### config.mk
export PLATFORM = sky130hd
export DESIGN_NAME = pong_ball_flat
export DESIGN_NICKNAME = d
export VERILOG_FILES = /design/src/rtl/pong_pkg.sv /design/src/rtl/pong_ball_if.sv /design/src/rtl/tick_divider.sv /design/src/rtl/pong_ball.sv /design/src/flat_wrapper.sv
export SDC_FILE = /design/constraint.sdc
export NUM_CORES = 1
export LEC_CHECK = 0
export CAP_MARGIN = 20
export CELL_PAD_IN_SITES_DETAIL_PLACEMENT = 0
export CELL_PAD_IN_SITES_GLOBAL_PLACEMENT = 1
export CORE_ASPECT_RATIO = 1.25
export CORE_MARGIN = 1.5
export CORE_UTILIZATION = 47
export DETAILED_ROUTE_END_ITERATION = 10
export HOLD_SLACK_MARGIN = 0.08
export PLACE_DENSITY = 0.87
export SYNTH_ARGS = -nofsm -noshare
export SYNTH_HDL_FRONTEND = slang
export SYNTH_HIERARCHICAL = 1
export SYNTH_SLANG_ARGS = --single-unit
### constraint.sdc
create_clock -name CLOCK_50 -period 6.78 [get_ports CLOCK_50]
set_input_delay 1.017 -clock CLOCK_50 [delete_from_list [all_inputs] [get_ports CLOCK_50]]
set_output_delay 1.017 -clock CLOCK_50 [all_outputs]
set_load 0.02 [all_outputs]
### src/rtl/pong_pkg.sv
// pong_pkg: shared constants and FSM encoding for the Pong ball and paddle blocks
package pong_pkg;
    localparam int CW            = 11;
    localparam int DEF_W_RES     = 640;
    localparam int DEF_H_RES     = 480;
    localparam int DEF_X_SIZE    = 154;
    localparam int DEF_Y_SIZE    = 16;
    localparam int DEF_H_BARRA   = 10;
    localparam int DEF_BALL_SIZE = 8;
    typedef enum logic [1:0] {IDLE = 2'd0, PLAY = 2'd1, MISS = 2'd2} state_e;
endpackage

### src/rtl/pong_ball_if.sv
// pong_ball_if: ball engine bus
// master drives start, paddle position and scan coordinates; slave returns ball position, ball_on, miss count and FSM state
interface pong_ball_if;
    import pong_pkg::*;
    logic          start;
    logic [CW-1:0] x_bar_pos;
    logic [CW-1:0] y_bar_pos;
    logic [CW-1:0] x_coord;
    logic [CW-1:0] y_coord;
    logic [CW-1:0] ball_x;
    logic [CW-1:0] ball_y;
    logic          ball_on;
    logic [7:0]    miss_count;
    logic [1:0]    state_o;
    modport master (
        output start, x_bar_pos, y_bar_pos, x_coord, y_coord,
        input  ball_x, ball_y, ball_on, miss_count, state_o
    );
    modport slave (
        input  start, x_bar_pos, y_bar_pos, x_coord, y_coord,
        output ball_x, ball_y, ball_on, miss_count, state_o
    );
endinterface

### src/rtl/tick_divider.sv
// tick_divider: one-cycle tick every DIVISOR clocks, shared by ball and paddle logic
// Ports: CLOCK_50 clock, reset async active-low, tick pulse out
module tick_divider #(
    parameter int DIVISOR = 200000
) (
    input  logic CLOCK_50,
    input  logic reset,
    output logic tick
);
    localparam int NW = DIVISOR > 1 ? $clog2(DIVISOR) : 1;
    logic [NW-1:0] cnt_q, cnt_d;
    assign tick  = cnt_q == NW'(DIVISOR - 1);
    assign cnt_d = tick ? '0 : cnt_q + 1'b1;
    always_ff @(posedge CLOCK_50 or negedge reset)
        if (!reset) cnt_q <= '0;
        else        cnt_q <= cnt_d;
endmodule

### src/rtl/pong_ball.sv
// pong_ball: ball engine -- moves the ball on a divided tick, bounces off walls and paddle, counts misses
// Ports: CLOCK_50 clock; reset async active-low; bus (pong_ball_if.slave):
//   in  start (active-low serve), x_bar_pos/y_bar_pos paddle, x_coord/y_coord scan
//   out ball_x/ball_y, ball_on, miss_count (saturating), state_o (IDLE=0 PLAY=1 MISS=2)
// Build option: SPEEDUP_EN makes every paddle hit add 1 to both steps, capped at MAX_STEP
module pong_ball
    import pong_pkg::*;
#(
    parameter int W_RES       = DEF_W_RES,
    parameter int H_RES       = DEF_H_RES,
    parameter int X_SIZE      = DEF_X_SIZE,
    parameter int Y_SIZE      = DEF_Y_SIZE,
    parameter int H_BARRA     = DEF_H_BARRA,
    parameter int BALL_SIZE   = DEF_BALL_SIZE,
    parameter int STEP_X      = 2,
    parameter int STEP_Y      = 2,
    parameter int MAX_STEP    = 6,
    parameter int DIVISOR     = 200000,
    parameter int SERVE_DELAY = 50
) (
    input logic        CLOCK_50,
    input logic        reset,
    pong_ball_if.slave bus
);
    localparam logic [1:0] S_IDLE = IDLE;
    localparam logic [1:0] S_PLAY = PLAY;
    localparam logic [1:0] S_MISS = MISS;
    localparam int DW = $clog2(SERVE_DELAY + 1);
    localparam logic [CW-1:0] BS    = CW'(BALL_SIZE);
    localparam logic [CW-1:0] WR    = CW'(W_RES);
    localparam logic [CW-1:0] HR    = CW'(H_RES);
    localparam logic [CW-1:0] XS    = CW'(X_SIZE);
    localparam logic [CW-1:0] X0    = CW'(W_RES / 2 - BALL_SIZE / 2);
    localparam logic [CW-1:0] Y0    = CW'(H_RES - H_BARRA - Y_SIZE - BALL_SIZE);
    localparam logic [CW-1:0] X_OFS = CW'(X_SIZE / 2 - BALL_SIZE / 2);
    // base steps never exceed the ceiling, so a speed-up can only make the ball faster
    localparam logic [CW-1:0] BASE_X = CW'(STEP_X < MAX_STEP ? STEP_X : MAX_STEP);
    localparam logic [CW-1:0] BASE_Y = CW'(STEP_Y < MAX_STEP ? STEP_Y : MAX_STEP);
    localparam logic [CW-1:0] CAP    = CW'(MAX_STEP);
    logic          tick;
    logic [1:0]    state_q, state_d;
    logic [CW-1:0] x_q, x_d, y_q, y_d;
    logic          dir_x_q, dir_x_d;  // 1 = right
    logic          dir_y_q, dir_y_d;  // 1 = up
    logic [7:0]    miss_q, miss_d;
    logic [DW-1:0] dly_q, dly_d;
    logic [CW-1:0] step_x, step_y;
    logic [CW-1:0] y_bot;
    logic          paddle_hit;
`ifdef SPEEDUP_EN
    logic [CW-1:0] step_x_q, step_x_d, step_y_q, step_y_d;
    assign step_x = step_x_q;
    assign step_y = step_y_q;
`else
    assign step_x = BASE_X;
    assign step_y = BASE_Y;
`endif
    tick_divider #(.DIVISOR(DIVISOR)) u_tick (
        .CLOCK_50 (CLOCK_50),
        .reset    (reset),
        .tick     (tick)
    );
    assign y_bot = y_q + BS;
    // ball bottom crosses the paddle top this step while overlapping it horizontally (1-based edges)
    assign paddle_hit = y_bot <= bus.y_bar_pos && y_bot + step_y > bus.y_bar_pos &&
                        x_q + BS > bus.x_bar_pos && x_q <= bus.x_bar_pos + XS;
    always_comb begin
        state_d = state_q;
        x_d     = x_q;
        y_d     = y_q;
        dir_x_d = dir_x_q;
        dir_y_d = dir_y_q;
        miss_d  = miss_q;
        dly_d   = dly_q;
`ifdef SPEEDUP_EN
        step_x_d = step_x_q;
        step_y_d = step_y_q;
`endif
        if (state_q == S_IDLE) begin
            x_d = bus.x_bar_pos + X_OFS;
            y_d = bus.y_bar_pos - BS;
            if (tick && !bus.start) begin
                state_d = S_PLAY;
                dir_x_d = 1'b1;
                dir_y_d = 1'b1;
            end
        end else if (tick && state_q == S_PLAY) begin
            if (!dir_x_q) begin
                x_d     = x_q < step_x ? '0 : x_q - step_x;
                dir_x_d = x_q < step_x;
            end else begin
                x_d     = x_q + BS + step_x > WR ? WR - BS : x_q + step_x;
                dir_x_d = !(x_q + BS + step_x > WR);
            end
            if (dir_y_q) begin
                y_d     = y_q < step_y ? '0 : y_q - step_y;
                dir_y_d = !(y_q < step_y);
            end else if (paddle_hit) begin
                y_d     = bus.y_bar_pos - BS;
                dir_y_d = 1'b1;
`ifdef SPEEDUP_EN
                step_x_d = step_x_q < CAP ? step_x_q + 1'b1 : step_x_q;
                step_y_d = step_y_q < CAP ? step_y_q + 1'b1 : step_y_q;
`endif
            end else if (y_bot + step_y >= HR) begin
                // the ball freezes where it left the field
                y_d     = HR - BS;
                x_d     = x_q;
                dir_x_d = dir_x_q;
                miss_d  = miss_q == 8'hFF ? miss_q : miss_q + 1'b1;
                state_d = S_MISS;
`ifdef SPEEDUP_EN
                step_x_d = BASE_X;
                step_y_d = BASE_Y;
`endif
            end else begin
                y_d = y_q + step_y;
            end
        end else if (tick && state_q == S_MISS) begin
            dly_d   = dly_q == DW'(SERVE_DELAY - 1) ? '0 : dly_q + 1'b1;
            state_d = dly_q == DW'(SERVE_DELAY - 1) ? S_IDLE : S_MISS;
        end
    end
    always_ff @(posedge CLOCK_50 or negedge reset)
        if (!reset) begin
            state_q <= S_IDLE;
            x_q     <= X0;
            y_q     <= Y0;
            dir_x_q <= 1'b1;
            dir_y_q <= 1'b1;
            miss_q  <= '0;
            dly_q   <= '0;
        end else begin
            state_q <= state_d;
            x_q     <= x_d;
            y_q     <= y_d;
            dir_x_q <= dir_x_d;
            dir_y_q <= dir_y_d;
            miss_q  <= miss_d;
            dly_q   <= dly_d;
        end
`ifdef SPEEDUP_EN
    always_ff @(posedge CLOCK_50 or negedge reset)
        if (!reset) begin
            step_x_q <= BASE_X;
            step_y_q <= BASE_Y;
        end else begin
            step_x_q <= step_x_d;
            step_y_q <= step_y_d;
        end
`endif
    assign bus.ball_x     = x_q;
    assign bus.ball_y     = y_q;
    assign bus.miss_count = miss_q;
    assign bus.state_o    = state_q;
    assign bus.ball_on    = bus.x_coord > x_q && bus.x_coord <= x_q + BS &&
                            bus.y_coord > y_q && bus.y_coord <= y_q + BS;
endmodule

### src/flat_wrapper.sv
// flat-port wrapper written by rule: the top's interface ports become plain ports
module pong_ball_flat import pong_pkg::*;
#(
    parameter int W_RES       = DEF_W_RES,
    parameter int H_RES       = DEF_H_RES,
    parameter int X_SIZE      = DEF_X_SIZE,
    parameter int Y_SIZE      = DEF_Y_SIZE,
    parameter int H_BARRA     = DEF_H_BARRA,
    parameter int BALL_SIZE   = DEF_BALL_SIZE,
    parameter int STEP_X      = 2,
    parameter int STEP_Y      = 2,
    parameter int MAX_STEP    = 6,
    parameter int DIVISOR     = 200000,
    parameter int SERVE_DELAY = 50
)
  (CLOCK_50, reset, bus_start, bus_x_bar_pos, bus_y_bar_pos, bus_x_coord, bus_y_coord, bus_ball_x, bus_ball_y, bus_ball_on, bus_miss_count, bus_state_o);
  pong_ball_if bus_i ();
  input logic CLOCK_50;
  input logic reset;
  input wire logic [$bits(bus_i.start)-1:0] bus_start;
  input wire logic [$bits(bus_i.x_bar_pos)-1:0] bus_x_bar_pos;
  input wire logic [$bits(bus_i.y_bar_pos)-1:0] bus_y_bar_pos;
  input wire logic [$bits(bus_i.x_coord)-1:0] bus_x_coord;
  input wire logic [$bits(bus_i.y_coord)-1:0] bus_y_coord;
  output wire logic [$bits(bus_i.ball_x)-1:0] bus_ball_x;
  output wire logic [$bits(bus_i.ball_y)-1:0] bus_ball_y;
  output wire logic [$bits(bus_i.ball_on)-1:0] bus_ball_on;
  output wire logic [$bits(bus_i.miss_count)-1:0] bus_miss_count;
  output wire logic [$bits(bus_i.state_o)-1:0] bus_state_o;
  assign bus_i.start = bus_start;
  assign bus_i.x_bar_pos = bus_x_bar_pos;
  assign bus_i.y_bar_pos = bus_y_bar_pos;
  assign bus_i.x_coord = bus_x_coord;
  assign bus_i.y_coord = bus_y_coord;
  assign bus_ball_x = bus_i.ball_x;
  assign bus_ball_y = bus_i.ball_y;
  assign bus_ball_on = bus_i.ball_on;
  assign bus_miss_count = bus_i.miss_count;
  assign bus_state_o = bus_i.state_o;
  pong_ball #(.W_RES(W_RES), .H_RES(H_RES), .X_SIZE(X_SIZE), .Y_SIZE(Y_SIZE), .H_BARRA(H_BARRA), .BALL_SIZE(BALL_SIZE), .STEP_X(STEP_X), .STEP_Y(STEP_Y), .MAX_STEP(MAX_STEP), .DIVISOR(DIVISOR), .SERVE_DELAY(SERVE_DELAY)) u_core (.CLOCK_50(CLOCK_50), .reset(reset), .bus(bus_i));
endmodule
## Word level (Yosys, flattened, before mapping)

Index checks and enable logic that the tools add are counted.

- Reduce and logical (&&, ||, !) cells: 21
- $lt $le $gt $ge: 12
- $add $sub $neg: 14
- Equality and inequality tests: 10
- Bitwise operators: 5
- Multiplexer cells: 35

Operators by type and width:

| cell | count |
|---|---|
| 11-bit two-way mux | 14 |
| 11-bit by 2-bit adder with 11-bit output (second input constant) | 4 |
| 11-bit greater-than comparator | 4 |
| 11-bit less-or-equal comparator | 4 |
| 11-bit by 4-bit adder with 11-bit output (second input constant) | 2 |
| 11-bit by 2-bit less-than comparator with 1-bit output (second input constant) | 2 |
| 11-bit by 2-bit subtractor with 11-bit output (second input constant) | 2 |
| 18-bit by 1-bit adder with 18-bit output (second input constant) | 1 |
| 18-bit equality test (second input constant) | 1 |
| 18-bit two-way mux | 1 |
| 2-bit two-way mux | 8 |
| 11-bit by 7-bit adder with 11-bit output (second input constant) | 1 |
| 11-bit by 8-bit adder with 11-bit output (second input constant) | 1 |
| 11-bit by 9-bit greater-or-equal comparator with 1-bit output (second input constant) | 1 |
| 11-bit by 10-bit greater-than comparator with 1-bit output (second input constant) | 1 |
| 1-bit two-way mux | 11 |
| 11-bit by 4-bit subtractor with 11-bit output (second input constant) | 1 |
| 1-bit logical AND | 9 |
| 8-bit by 1-bit adder with 8-bit output (second input constant) | 1 |
| 8-bit equality test (second input constant) | 1 |
| 6-bit by 1-bit adder with 6-bit output (second input constant) | 1 |
| 6-bit equality test (second input constant) | 1 |
| 6-bit two-way mux | 1 |
| 3-bit != test (second input constant) | 2 |
| other kinds (14) | 22 |

- Output and inout port bits: 33
- Register bits: 58

## Depth between registers and ports, before layout

- Depth in word-level cells: 10
- Depth in mapped cells: 19

## Hierarchy

Netlist, hierarchy kept.

By module, submodules not included:

| module | cells each | area an instance (sq um) | times used |
|---|---|---|---|
| pong_ball | 773 | 6068.3 | 1 |
| tick_divider | 85 | 872.1 | 1 |

## Worst setup path after synthesis

OpenSTA, ideal clock, no wires.

- Path type: register to output
- Start point: reg u_core.x_q[3], in the netlist u_core/bus.ball_x[3]
- End point: out bus_ball_on
- Arrival: 3.300 ns
- Setup slack: 2.463 ns
- Stages on the path, launching flop included: 12
- Cells stage by stage: dfstp_2 -> ha_1 -> clkbuf_1 -> buf_2 -> nand3_1 -> o21a_1 -> nor2_1 -> ha_1 -> and3_1 -> a2111oi_0 -> a21oi_1 -> nor4_1

- Cells in the longest elaborated chain, start to end: 5

Ends and longest elaborated chain:

| element | RTL line | RTL |
|---|---|---|
| from (decl) | pong_ball.sv:42 | `logic [CW-1:0] x_q, x_d, y_q, y_d;` |
| from (signal assigned) | pong_ball.sv:127 | `x_q <= X0;` |
| from (signal assigned) | pong_ball.sv:135 | `x_q <= x_d;` |
| 11-bit by 4-bit adder with 11-bit output | pong_ball.sv:156 | `assign bus.ball_on = bus.x_coord > x_q && bus.x_coord <= x_q + BS &&` |
| 11-bit less-or-equal comparator | pong_ball.sv:156 |  |
| 1-bit logical AND (*) (2 in a row) | pong_ball.sv:156 |  |
| 1-bit logical AND (*) | pong_ball.sv:157 | `bus.y_coord > y_q && bus.y_coord <= y_q + BS;` |
| to (decl) | flat_wrapper.sv:27 | `output wire logic [$bits(bus_i.ball_on)-1:0] bus_ball_on;` |

Every way passes the cells marked *; elsewhere a longest branch is shown, timed or not.

## Worst setup path in the final report

- Start point: reg u_core.x_q[4], in the netlist u_core/bus.ball_x[4]
- End point: out bus_ball_on

Same word-level chain as after synthesis.

==> metrics.yaml <==
grt_pass1_vias: 6878
combPwrFrac: 0.383
cpPeakStageDelay_ns: 0.75
postCtsSetupBuffers: 0
grt_first_pass_wirelength_um: 34500
htree_levels: 3
p_sw_w: 0.000531
critical_path_class: "reg -> out"
seqPwrFrac: 0.304
layout_common_cells: "98 x ha_1, 78 x clkdlybuf4s50_1, 72 x nand2_1"
layout_commonest_cell: "ha_1"
crit_family: "simple AND/OR/NAND/NOR gates"
groute.usage.overall: 0.272
num_vias: 6942
cts_sinks: 58
clock_latency_ns: 0.32
end_kind: "output pin"
wire_per_inst_um: 19.3
syn_avg_cell_area_um2: 8.09
fin_worst_skew_ns: 0.00652
die_x_um: 112
status: "finished, final reports clean"
hold_viol: 0
use_met1: 0.327
startpoint_type: "flip-flop"
drc: 0
cap_violations: 0
top_usage_layer: "met2"
synth-edff-count: 0
cts_tree: "built"
slew_headroom: 0.359
area_growth_pct: 17.3
routed_wl_um: 21300
clockBufferDepth: 2
grtUsageMet3: 0.0385
drt_iter0_drc: 509
via_per_inst: 6.28
ant_nets: 0
grt_max_degree: 59
synth_flop_cell: "dfrtp_1"
worst_slew_pin_slew_ns: 0.949
clkTransAtPathRegs_ns: 0.05
synth-seq-cells: 58
ctsHoldBuffers: 0
drv_slew: 0
fin_crit_ns: 5.43
syn-num-nets: 1003
clkPwrFrac: 0.313
ys_types: 83
cts_buffers: 9
swShare: 0.372
ys_warn_count: 6
synth-seq-area-share: 0.212
nNetsFinal: 1067
hold_class: "reg -> reg"
use_met2: 0.463
netlist_area_um2: 6940
ioPinCount: 80
core_um2: 14400
worst-path-buf-inv: 1
port_buffers: 79
syn_inst: 858
dieArea_um2: 15500
die_h_um: 139
p_int_w: 0.000898
setup_viol: 0
max_freq_mhz: 184
num_rows: 49
antenna_found_initial: 0
clock_tree.root_cell: "clkbuf_16"
fin_crit_sh: 0.800
ir_worst_vdd_uv: 125
hpwlAfterDp_um: 16600
cpMaxStageDelayCell: "dfstp_2"
cts_resized: 0
drt-pass1-iter-count: 5
diodes: 0
rsz0062_at_grt: "false"
gp_congestion: 0.941
initial_utilization: 0.482
finalSetupTns_ns: 0
p_leak_nw: 3.46
drive_above_1_share: 0.0669
worstPathArrival_ns: 4.41
path_max_fanout: 18
cp_common_cell: "ha_1"
path_cells: "ha_1, nand3_1, o21a_1, nor2_1, ha_1, and3_1, a2111oi_0, a21oi_1, nor4_1, clkdlybuf4s50_1"
hold_ws_ns: 0.478
power.density_nw_per_um2: 176
crit_required_ns: 5.76
overflow: 0
async_reset_ff_frac: 1.00
==> metrics by stage <==
stage / utilization / area [um2] / power, W / worst slack, ns / std cells
2_1_floorplan: - / 6940 / 0.000781 / 2.46 / 858
3_3_place_gp: 0.545 / 7850 / 0.000961 / 1.83 / 1089
3_5_place_dp: 0.545 / 7850 / 0.000976 / 1.72 / 1089
4_1_cts: 0.565 / 8140 / 0.00143 / 1.37 / 1105
5_1_grt: 0.565 / 8140 / 0.00152 / 0.945 / 1105
6_report: 0.565 / 8140 / 0.00143 / 1.35 / 1105
==> layout make-up <==
class,count,area (um2)
fill,1334,6270
multi-input combinational,700,5070
sequential,58,1470
timing repair buffer,83,816
inverter,70,263
clock buffer,11,243
tap,178,223
clock inverter,5,53.8
==> worst paths after layout <==
kind,start,endpoint,slack [ns],cells after the start
min,u_core/u_tick/cnt_q[0],u_core/u_tick/cnt_q[0],0.48,1
max reg2reg,u_core/bus.ball_x[4],u_core/bus.miss_count[1],1.70,14
max in group asynchronous,reset,u_core/bus.ball_y[9],5.44,2
min reg2reg,u_core/u_tick/cnt_q[0],u_core/u_tick/cnt_q[0],0.48,1
min in group asynchronous,reset,u_core/dly_q[5],0.85,2
max,u_core/bus.ball_x[4],bus_ball_on,1.35,10
==> logic make-up after synthesis <==
| logic type | after synthesis | synth area share |
|---|---|---|
| fa+ha+maj | 98 | 0.177 |
| compound gates | 231 | 0.233 |
| simple gates | 303 | 0.232 |
| xor+xnor | 67 | 0.0878 |
| buf+inv | 100 | 0.0571 |
| mux | 1 | 0.00162 |
| flops | 58 | 0.212 |
==> cells in the mapped netlist, types with 7 or more instances <==
cell / count / share of area
a211oi_1: 11 / 0.012
a21o_1: 10 / 0.011
a21oi_1: 53 / 0.038
a221o_1: 8 / 0.012
a221oi_1: 10 / 0.013
a31oi_1: 10 / 0.0090
and3_1: 10 / 0.0090
buf_2: 8 / 0.0058
clkbuf_1: 17 / 0.0092
dfrtp_1: 44 / 0.16
dfstp_2: 14 / 0.053
ha_1: 98 / 0.18
inv_1: 68 / 0.037
nand2_1: 72 / 0.039
nand3_1: 42 / 0.030
nand3b_1: 7 / 0.0076
nand4_1: 25 / 0.023
nor2_1: 49 / 0.027
nor2b_1: 7 / 0.0063
nor3_1: 25 / 0.018
nor4_1: 11 / 0.0099
o211ai_1: 9 / 0.0097
o21a_1: 9 / 0.0097
o21ai_0: 43 / 0.031
o31ai_1: 7 / 0.0076
or3_1: 8 / 0.0072
xnor2_1: 53 / 0.067
xor2_1: 11 / 0.014
==> power by group through the flow <==
stage	Clock [W]	Combinational [W]	Sequential (W)
3_3_place_gp	0	0.000524	0.000437
2_1_floorplan	0	0.000366	0.000415
3_5_place_dp	0	0.000538	0.000438
6_report	0.000447	0.000547	0.000435
4_1_cts	0.000460	0.000542	0.000433
5_1_grt	0.000478	0.000604	0.000438
==> flip-flops by register name, indices dropped and copies added, names as in the netlist <==
name / cells
u_core/bus.ball_y: 11
u_core/bus.miss_count: 8
u_core/dly_q: 6
u_core/dir_x_q: 1
u_core/dir_y_q: 1
u_core/bus.ball_x: 11
u_core/bus.state_o: 2
u_core/u_tick/cnt_q: 18
==> worst reg2reg max path, delay by kind of cell, from the launching register on <==
family / cells / cell delay (ns)
AOI/OAI and AO/OA: 5 / 1.56
and+or+nand+nor: 5 / 1.31
adders and majority gates: 2 / 0.89
DFF: 1 / 0.75
muxes: 1 / 0.38
buffers and inverters: 1 / 0.09
==> metal layers <==
metal  share of wire  wire, um  vias up
li1                -         -     3323
met1            0.41      8670     3269
met2            0.48     10200      281
met3           0.058      1230       69
met4           0.057      1210        0
met5               0         0        -
Note: power is estimated with default switching activity, not from simulation.
